File: config.mk
export PLATFORM = sky130hd
export DESIGN_NAME = mem_requester
export DESIGN_NICKNAME = d
export VERILOG_FILES = /design/src/rtl/mem_requester.sv
export SDC_FILE = /design/constraint.sdc
export NUM_CORES = 1
export LEC_CHECK = 0
export BUFFER_PORTS_ARGS = -buffer_cell sky130_fd_sc_hd__buf_2
export CAP_MARGIN = 5
export CELL_PAD_IN_SITES_DETAIL_PLACEMENT = 1
export CELL_PAD_IN_SITES_GLOBAL_PLACEMENT = 1
export CORE_MARGIN = 1
export CORE_UTILIZATION = 27
export DETAILED_ROUTE_END_ITERATION = 16
export HOLD_SLACK_MARGIN = 0.12
export PLACE_DENSITY_LB_ADDON = 0.1
export SYNTH_ARGS = -nofsm -noshare
export SYNTH_HDL_FRONTEND = slang
export SYNTH_SLANG_ARGS = --single-unit
File: constraint.sdc
create_clock -name clock -period 4.2 [get_ports clock]
set_input_delay 0.63 -clock clock [delete_from_list [all_inputs] [get_ports clock]]
set_output_delay 0.63 -clock clock [all_outputs]
set_load 0.1 [all_outputs]
File: src/rtl/mem_requester.sv
// Burst initiator for the unified instruction/data memory port: accepts one
// client request, issues it to memory and sequences 1/4/8/16 beats.
module mem_requester #(
   parameter int ADDR_W = 32,
   parameter int DATA_W = 32
) (
   input  logic              clock,
   input  logic              reset,
   input  logic              req_valid,
   output logic              req_ready,
   input  logic [ADDR_W-1:0] req_addr,
   input  logic              req_rw,
   input  logic [1:0]        req_size,
   input  logic [DATA_W-1:0] wr_data,
   output logic              wr_pop,
   output logic [DATA_W-1:0] rd_data,
   output logic              rd_valid,
   output logic [3:0]        rd_index,
   output logic              done,
   output logic              err,
   output logic [ADDR_W-1:0] mem_address,
   output logic [DATA_W-1:0] mem_data_in,
   output logic [1:0]        mem_access_size,
   output logic              mem_rw,
   output logic              mem_enable,
   input  logic              mem_busy,
   input  logic [DATA_W-1:0] mem_data_out
);

   typedef enum logic [2:0] {IDLE, ISSUE, RBURST, WBURST, DONE} state_t;

   state_t            state;
   logic [ADDR_W-1:0] addr_q;
   logic              rw_q;
   logic [1:0]        size_q;
   logic [3:0]        beat;
   logic              err_q;
   logic              accept;
   logic              active;

   function automatic logic [3:0] last_beat(input logic [1:0] size);
      case (size)
         2'b00:   return 4'd0;
         2'b01:   return 4'd3;
         2'b10:   return 4'd7;
         default: return 4'd15;
      endcase
   endfunction

   // Gating with reset keeps a request presented during reset from being taken.
   assign req_ready = (state == IDLE) && !mem_busy && !reset;
   assign accept    = req_valid && req_ready;

   always_ff @(posedge clock) begin
      if (reset) begin
         state <= IDLE;
         beat  <= 4'd0;
         err_q <= 1'b0;
      end else begin
         err_q <= accept && (req_addr[1:0] != 2'b00);
         case (state)
            IDLE: begin
               if (accept && (req_addr[1:0] == 2'b00)) state <= ISSUE;
            end
            ISSUE: begin
               if (rw_q) begin
                  beat  <= 4'd1;
                  state <= (size_q == 2'b00) ? DONE : WBURST;
               end else begin
                  beat  <= 4'd0;
                  state <= RBURST;
               end
            end
            RBURST, WBURST: begin
               beat <= beat + 4'd1;
               if (beat == last_beat(size_q)) state <= DONE;
            end
            DONE: begin
               beat  <= 4'd0;
               state <= IDLE;
            end
            default: state <= IDLE;
         endcase
      end
   end

   // Request fields are pure data and need no reset; outputs are gated by state.
   always_ff @(posedge clock) begin
      if (accept) begin
         addr_q <= req_addr;
         rw_q   <= req_rw;
         size_q <= req_size;
      end
   end

   assign active          = (state != IDLE);
   assign mem_enable      = (state == ISSUE);
   assign mem_address     = active ? addr_q : '0;
   assign mem_rw          = active ? rw_q : 1'b0;
   assign mem_access_size = active ? size_q : 2'b00;
   assign wr_pop          = ((state == ISSUE) && rw_q) || (state == WBURST);
   assign mem_data_in     = wr_pop ? wr_data : '0;
   assign rd_valid        = (state == RBURST);
   assign rd_index        = rd_valid ? beat : 4'd0;
   assign rd_data         = rd_valid ? mem_data_out : '0;
   assign done            = (state == DONE);
   assign err             = err_q;

endmodule

==> results.toml, run 1 <==
[run_status]
status = "finished clean"

[drt]
via_count = 2311
vias_per_cell = 4.41
drtAntennaViolNets = 0
dr.pass1.iters = 4
avgRoutedWirePerCell_um = 13.7
routed_wl_um = 7150
drc = 0
drt_iter0_markers = 57

[power_and_ir_drop]
combinationalPowerShare_pct = 49.2
leakage_nw = 1.86
internal_power_uw = 741
p_sw_share_pct = 51.4
p_switching_uw = 782
p_per_area_mw_per_mm2 = 431
worst_ir_drop_vdd_mv = 0.202
total_power_mw = 1.52
seqPwrFrac_pct = 32.8
clockPowerShare_pct = 18.0

[clock_tree]
clkSlewWorstSetupHoldPaths_ns = 0.09
numCtsBuffers = 5
clockBufferDepth = 2
clkLatencyLatePin_ns = 0.29
cts_hold_buf = 0
cts_root_buffer = "clkbuf_8"
htreeDepth = 2
post_cts_buffers = 0
tritoncts = "done"
cts_sinks = 43
cts.repair.resized = 0

[timing]
hold_viol = 0
slew_viol_final = 0
fin_crit_sh_pct = 71.1
setup-violations-final = 0
worst_pin_slew_ns = 0.784
slew_headroom_pct = 47.8
rsz0062_at_grt = "false"
layout_min_cycle_time_ns = 2.99
fmax_mhz = 335
timing.setup.tns_ns = 0
fin_worst_skew_ns = 0.00822

[floorplanning]
core.rowCount = 33
initial_core_util_pct = 27.8
die_w_um = 93.8
dieArea_sq_mm = 0.00880
core_region_area_sq_mm = 0.00818
io_pins = 212
die_y_um = 93.8

[min_path]
worstHoldPathCells = 1
hold_class = "input pin to register"

[critical_path]
worst_r2r_path_depth = 4
worstPathRequired_ns = 3.57
rr_startpoint = "state[1]"
worstSetupEndpoint = "mem_data_in[10]"
startpoint_type = "register"
worstSetupPathType = "register to primary output"
cp_max_fo = 33
cp.arrival_ns = 2.36
r2r-end = "addr_q[6]"
critPathLaunch = "state[1]"
end_kind = "primary output"
r2r_slack_ns = 1.59

[layout]
fill_cells = 1001
seqCellArea_sq_mm = 0.00121
synthToLayoutAreaGrowth_pct = 55.5
diodes = 0
multi_input_area_sq_mm = 0.00101
final_layout_size_suffix_gt1_share_pct = 54.4
nets = 522
post_layout_nonfiller_instances = 524

[placement]
placed_cells = 516
io_buffers = 211
dpl.hpwl_um = 5800
gp_congestion = 0.714

[synth]
synth.avg_cell_area_sq_um = 10.8
synth_edf_count = 35
synth_cell_types = 37
synth_area_sq_mm = 0.00227
yosys.area.top_type = "edfxtp_1"
synth_cells = 211
yosys_warnings = 0
ys.flop_type = "edfxtp_1"
ys_seq_area_share_pct = 53.2
synthTopCellsByArea = "edfxtp_1 (46%), and2_1 (19%), nor2b_1 (9.6%)"
synthesis.nets = 315
netlist.area_leader.share_pct = 46.2
synthArstFlopShare_pct = 0
synth-seq-cells = 43

[grt]
antenna_found_initial = 0
grt_pass1_vias = 2183
overflow = 0
grt_max_degree = 39
grt_pass1_wl_um = 10400
grt_util_all_layers_pct = 15.3

[run]
maxCapViolations = 0
stage by stage:
stage               setup slack [ns]  hold WS, ns  utilization (%)  instance area, sq um
floorplan                      0.729        0.494                -                  2270
global placement                1.59        0.552             42.1                  3450
detailed placement              1.54        0.552             42.1                  3450
CTS                             1.19        0.497             43.3                  3540
global route                    1.02        0.489             43.3                  3540
finish                          1.21        0.506             43.3                  3540
worst max-delay path, cell delays in order (launching register included):
cell,delay [ns]
dfxtp_1,0.68
o211a_1,0.71
and2_1,0.24
buf_2,0.43
how the worst min path moves through the flow:
stage            startpoint         end  slack, ns
2_1_floorplan       beat[2]     beat[2]       0.49
3_3_place_gp        beat[2]     beat[2]       0.55
3_5_place_dp        beat[2]     beat[2]       0.55
4_1_cts         req_addr[4]   addr_q[4]       0.50
5_1_grt        req_addr[10]  addr_q[10]       0.49
6_report       req_addr[16]  addr_q[16]       0.51
routing by layer:
metal  GRT usage (%)  vias up  part of all wire (%)
met4            3.46        0                  0.62
met3            4.85        5                   9.6
met2            28.7      108                    54
met1            16.6     1080                    36
li1                -     1118                     -
met5               0        -                     0
layout by cell type (no fill, tap or decap), types with 2 or more instances in the layout:
cell type | synthesis | final
buf_2 | 3 | 211
and2_1 | 69 | 69
nor2b_1 | 35 | 35
edfxtp_1 | 35 | 35
nor2_1 | 11 | 11
dfxtp_1 | 8 | 8
clkbuf_8 | 0 | 6
o21a_1 | 3 | 3
o21ai_0 | 3 | 3
nor3b_2 | 1 | 2
a31oi_1 | 2 | 2
nand4b_1 | 2 | 2
a22oi_1 | 2 | 2
a21oi_1 | 2 | 2
buf_4 | 0 | 2
layout make-up:
| cell class | count | area share [%] |
|---|---|---|
| clock buffer | 7 | 2.44 |
| clock inverter | 1 | 0.141 |
| inverter | 1 | 0.106 |
| multi-input combinational | 153 | 28.5 |
| sequential | 43 | 34.2 |
| tap | 105 | 3.71 |
| timing repair buffer | 214 | 30.8 |
power groups by stage:
stage | clock [mW] | sequential [mW] | combinational [mW]
final | 0.275 | 0.499 | 0.749
after global routing | 0.298 | 0.502 | 0.779
after CTS | 0.283 | 0.499 | 0.758
after detailed placement | 0 | 0.509 | 0.757
after global placement | 0 | 0.508 | 0.751
after floorplan | 0 | 0.502 | 0.619
kinds of logic (layout without fill, tap and decap cells):
group,after synthesis,in the layout,share of synthesized area [%]
AOI/OAI and AO/OA,17,17,5.39
xor gates and xnor gates,2,2,0.770
adders and majority gates,1,1,0.550
buffers and inverters,15,223,2.64
DFF,43,43,53.2
muxes,2,2,0.935
and+or+nand+nor,131,131,36.5
synthesized netlist by cell type, types with 2 or more instances:
cell type  count
and2_1        69
edfxtp_1      35
nor2b_1       35
clkbuf_1      11
nor2_1        11
dfxtp_1        8
buf_2          3
o21a_1         3
o21ai_0        3
a21oi_1        2
a22oi_1        2
a31oi_1        2
nand4b_1       2
nor3b_1        2
sequential cells by signal (all words and copies together) (netlist names):
register	count
rw_q	1
beat	4
size_q	2
state	3
err	1
addr_q	32
(Power assumes the default switching activity.)
==> inputs of run 2 (changes only) <==
--- a/config.mk
+++ b/config.mk
@@ -5,12 +5,13 @@
 export SDC_FILE = /design/constraint.sdc
 export NUM_CORES = 1
 export LEC_CHECK = 0
+export ABC_AREA = 1
 export BUFFER_PORTS_ARGS = -buffer_cell sky130_fd_sc_hd__buf_2
 export CAP_MARGIN = 5
 export CELL_PAD_IN_SITES_DETAIL_PLACEMENT = 1
 export CELL_PAD_IN_SITES_GLOBAL_PLACEMENT = 1
 export CORE_MARGIN = 1
-export CORE_UTILIZATION = 27
+export CORE_UTILIZATION = 23
 export DETAILED_ROUTE_END_ITERATION = 16
 export HOLD_SLACK_MARGIN = 0.12
 export PLACE_DENSITY_LB_ADDON = 0.1
==> constraint.sdc (replaced) <==
create_clock -name clock -period 2.65 [get_ports clock]
set_input_delay 0.3975 -clock clock [delete_from_list [all_inputs] [get_ports clock]]
set_output_delay 0.3975 -clock clock [all_outputs]
set_load 0.1 [all_outputs]
==> run 2 against run 1 <==
  * Via count increased by 15%
  * Total power increased to 3.1 times the previous value
  * Synthesized area rose by 13%
  * Final cell count increased by 30%
  * Design area increased by 15%
  * Count of clock-buffer cells in the layout is 2 lower
  * Critical path type unchanged
  * Highest routed layer unchanged
==> results.toml, run 2 <==
[clock_tree]
post_cts_buffers = 0
cts.repair.resized = 0
cts_hold_buf = 0
clkSlewWorstSetupHoldPaths_ns = 0.09
htreeDepth = 2
numCtsBuffers = 5
cts_sinks = 43
tritoncts = "done"
clkLatencyLatePin_ns = 0.30
cts_root_buffer = "clkbuf_8"
clockBufferDepth = 2

[placement]
preCtsSetupSlack_ns = 0.440
gp_congestion = 0.697
io_buffers = 211
placed_cells = 673
placed_cell_area_sq_mm = 0.00398
dpl.hpwl_um = 6710

[synth]
synthesis.nets = 434
synth_cells = 330
synth_area_sq_mm = 0.00257
yosysMostFrequentCell = "inv_1"
synth_common_cells = "inv_1 (112), nor2_1 (82), edfxtp_1 (35)"
synth.avg_cell_area_sq_um = 7.80
yosys.area.top_type = "edfxtp_1"
synthTopCellsByArea = "edfxtp_1 (41%), inv_1 (16%), nor2_1 (12%)"
netlist.area_leader.share_pct = 40.8
yosys_warnings = 0
synth_edf_count = 35
ys_seq_area_share_pct = 47.0
ys.flop_type = "edfxtp_1"
synth-seq-cells = 43
synth_cell_types = 24
synthArstFlopShare_pct = 0

[timing]
hold_ws_ns = 0.268
setup_ws_ns = 0.191
timing.setup.tns_ns = 0
fin_crit_sh_pct = 92.8
worst_pin_slew_ns = 0.764
hold_viol = 0
fmax_mhz = 407
slew_viol_final = 0
slew_headroom_pct = 49.0
layout_min_cycle_time_ns = 2.46
setup-violations-final = 0
rsz0062_at_grt = "false"
fin_worst_skew_ns = 0.00598

[drt]
drtAntennaViolNets = 0
dr.pass1.iters = 4
vias_per_cell = 3.92
drt_iter0_markers = 73
via_count = 2667
avgRoutedWirePerCell_um = 11.9
routed_wl_um = 8110
drc = 0

[grt]
grt_pass1_vias = 2618
overflow = 0
grt_pass1_wl_um = 12300
grt_max_degree = 37
grt_util_all_layers_pct = 13.4
antenna_found_initial = 0

[floorplanning]
dieArea_sq_mm = 0.0116
core.rowCount = 38
initial_core_util_pct = 23.6
core_region_area_sq_mm = 0.0109
die_w_um = 108
io_pins = 212
die_y_um = 108

[layout]
post_layout_nonfiller_instances = 681
final_cell_mix = "buf_2 (210), inv_1 (111), nor2_1 (50)"
regMostFlops = "addr_q"
diodes = 0
largest_reg_flops = 32
design_area_sq_mm = 0.00408
synthToLayoutAreaGrowth_pct = 58.3
nets = 644
final_layout_size_suffix_gt1_share_pct = 54.5
fin_util_pct = 37.4
final_common_cell = "buf_2"
reg_top3 = "addr_q: 32 flops, beat: 4 flops, state: 3 flops"

[power_and_ir_drop]
p_sw_share_pct = 69.7
leakage_nw = 2.35
internal_power_mw = 1.43
combinationalPowerShare_pct = 73.1
seqPwrFrac_pct = 17.6
p_per_area_mw_per_mm2 = 1160
total_power_mw = 4.73
worst_ir_drop_vdd_mv = 0.586
p_switching_mw = 3.30
clockPowerShare_pct = 9.2

[min_path]
worstHoldPathCells = 1
hold_class = "input pin to register"
hold_start = "req_addr[21]"

[run]
maxCapViolations = 0

[critical_path]
end_kind = "primary output"
worstPathRequired_ns = 2.25
critPathLaunch = "state[0]"
rr_startpoint = "state[0]"
cp_max_fo = 23
worst_r2r_path_depth = 5
worstSetupPathType = "register to primary output"
startpoint_type = "register"
cp.arrival_ns = 2.06

[run_status]
status = "finished clean"
-- run 2: changes by cell type in the layout (fill, tap and decap cells not counted), sizes merged, moves of 3 or more --
| cell | change |
|---|---|
| clkinvlp | +3 |
| o21a | -3 |
| a21oi | +7 |
| buf | -3 |
| nor2 | +105 |
| nor2b | -35 |
| inv | +116 |
| and2 | -69 |
| nor3b | -3 |
| nand3 | +3 |
| nand2 | +21 |
-- run 2: area by class of cell --
cell class              count  area [sq um]
fillers                  1409          6810
flip-flops and latches     43          1210
clock inverters             3          23.8
multi-input cells         161          1070
well taps                 140           175
clock buffers               5          68.8
inverters                 117           445
repair buffers            212          1080
-- run 2: power by group through the flow --
stage / sequential (mW) / clock [mW] / combinational (mW)
6_report: 0.834 / 0.436 / 3.46
2_1_floorplan: 0.851 / 0 / 3.04
4_1_cts: 0.836 / 0.459 / 3.50
5_1_grt: 0.842 / 0.474 / 3.60
3_3_place_gp: 0.848 / 0 / 3.48
3_5_place_dp: 0.851 / 0 / 3.49
-- run 2: path summary, 6_finish.rpt --
path / slack, ns / end
worst max-delay path: 0.19 / mem_data_in[31]
worst min-delay path: 0.27 / addr_q[21]
worst min register to register: 0.52 / beat[1]
worst max register to register: 0.56 / addr_q[3]
-- run 2: critical path: stages, from the launching register on --
cell	delay [ns]
dfxtp_1	0.52
nand2_4	0.11
a21oi_4	0.14
inv_2	0.20
buf_12	0.26
nor2_2	0.10
buf_2	0.42
-- run 2: kinds of logic (layout without fill, tap and decap cells) --
family	count (synthesis)	after routing	synth area share, %
AO/OA/AOI/OAI	17	17	3.60
adder cells (fa/ha/maj)	1	1	0.486
buffers and inverters	126	337	20.9
flip-flops	43	43	47.0
AND/OR/NAND/NOR	143	143	27.9
-- run 2: metal layers --
metal  part of all wire (%)  up-vias  track usage (%)
met4                    1.3        0             3.42
met3                     10        7             3.75
met5                      0        -                0
met2                     52      128             26.1
li1                       -     1346                -
met1                     37     1186             13.9
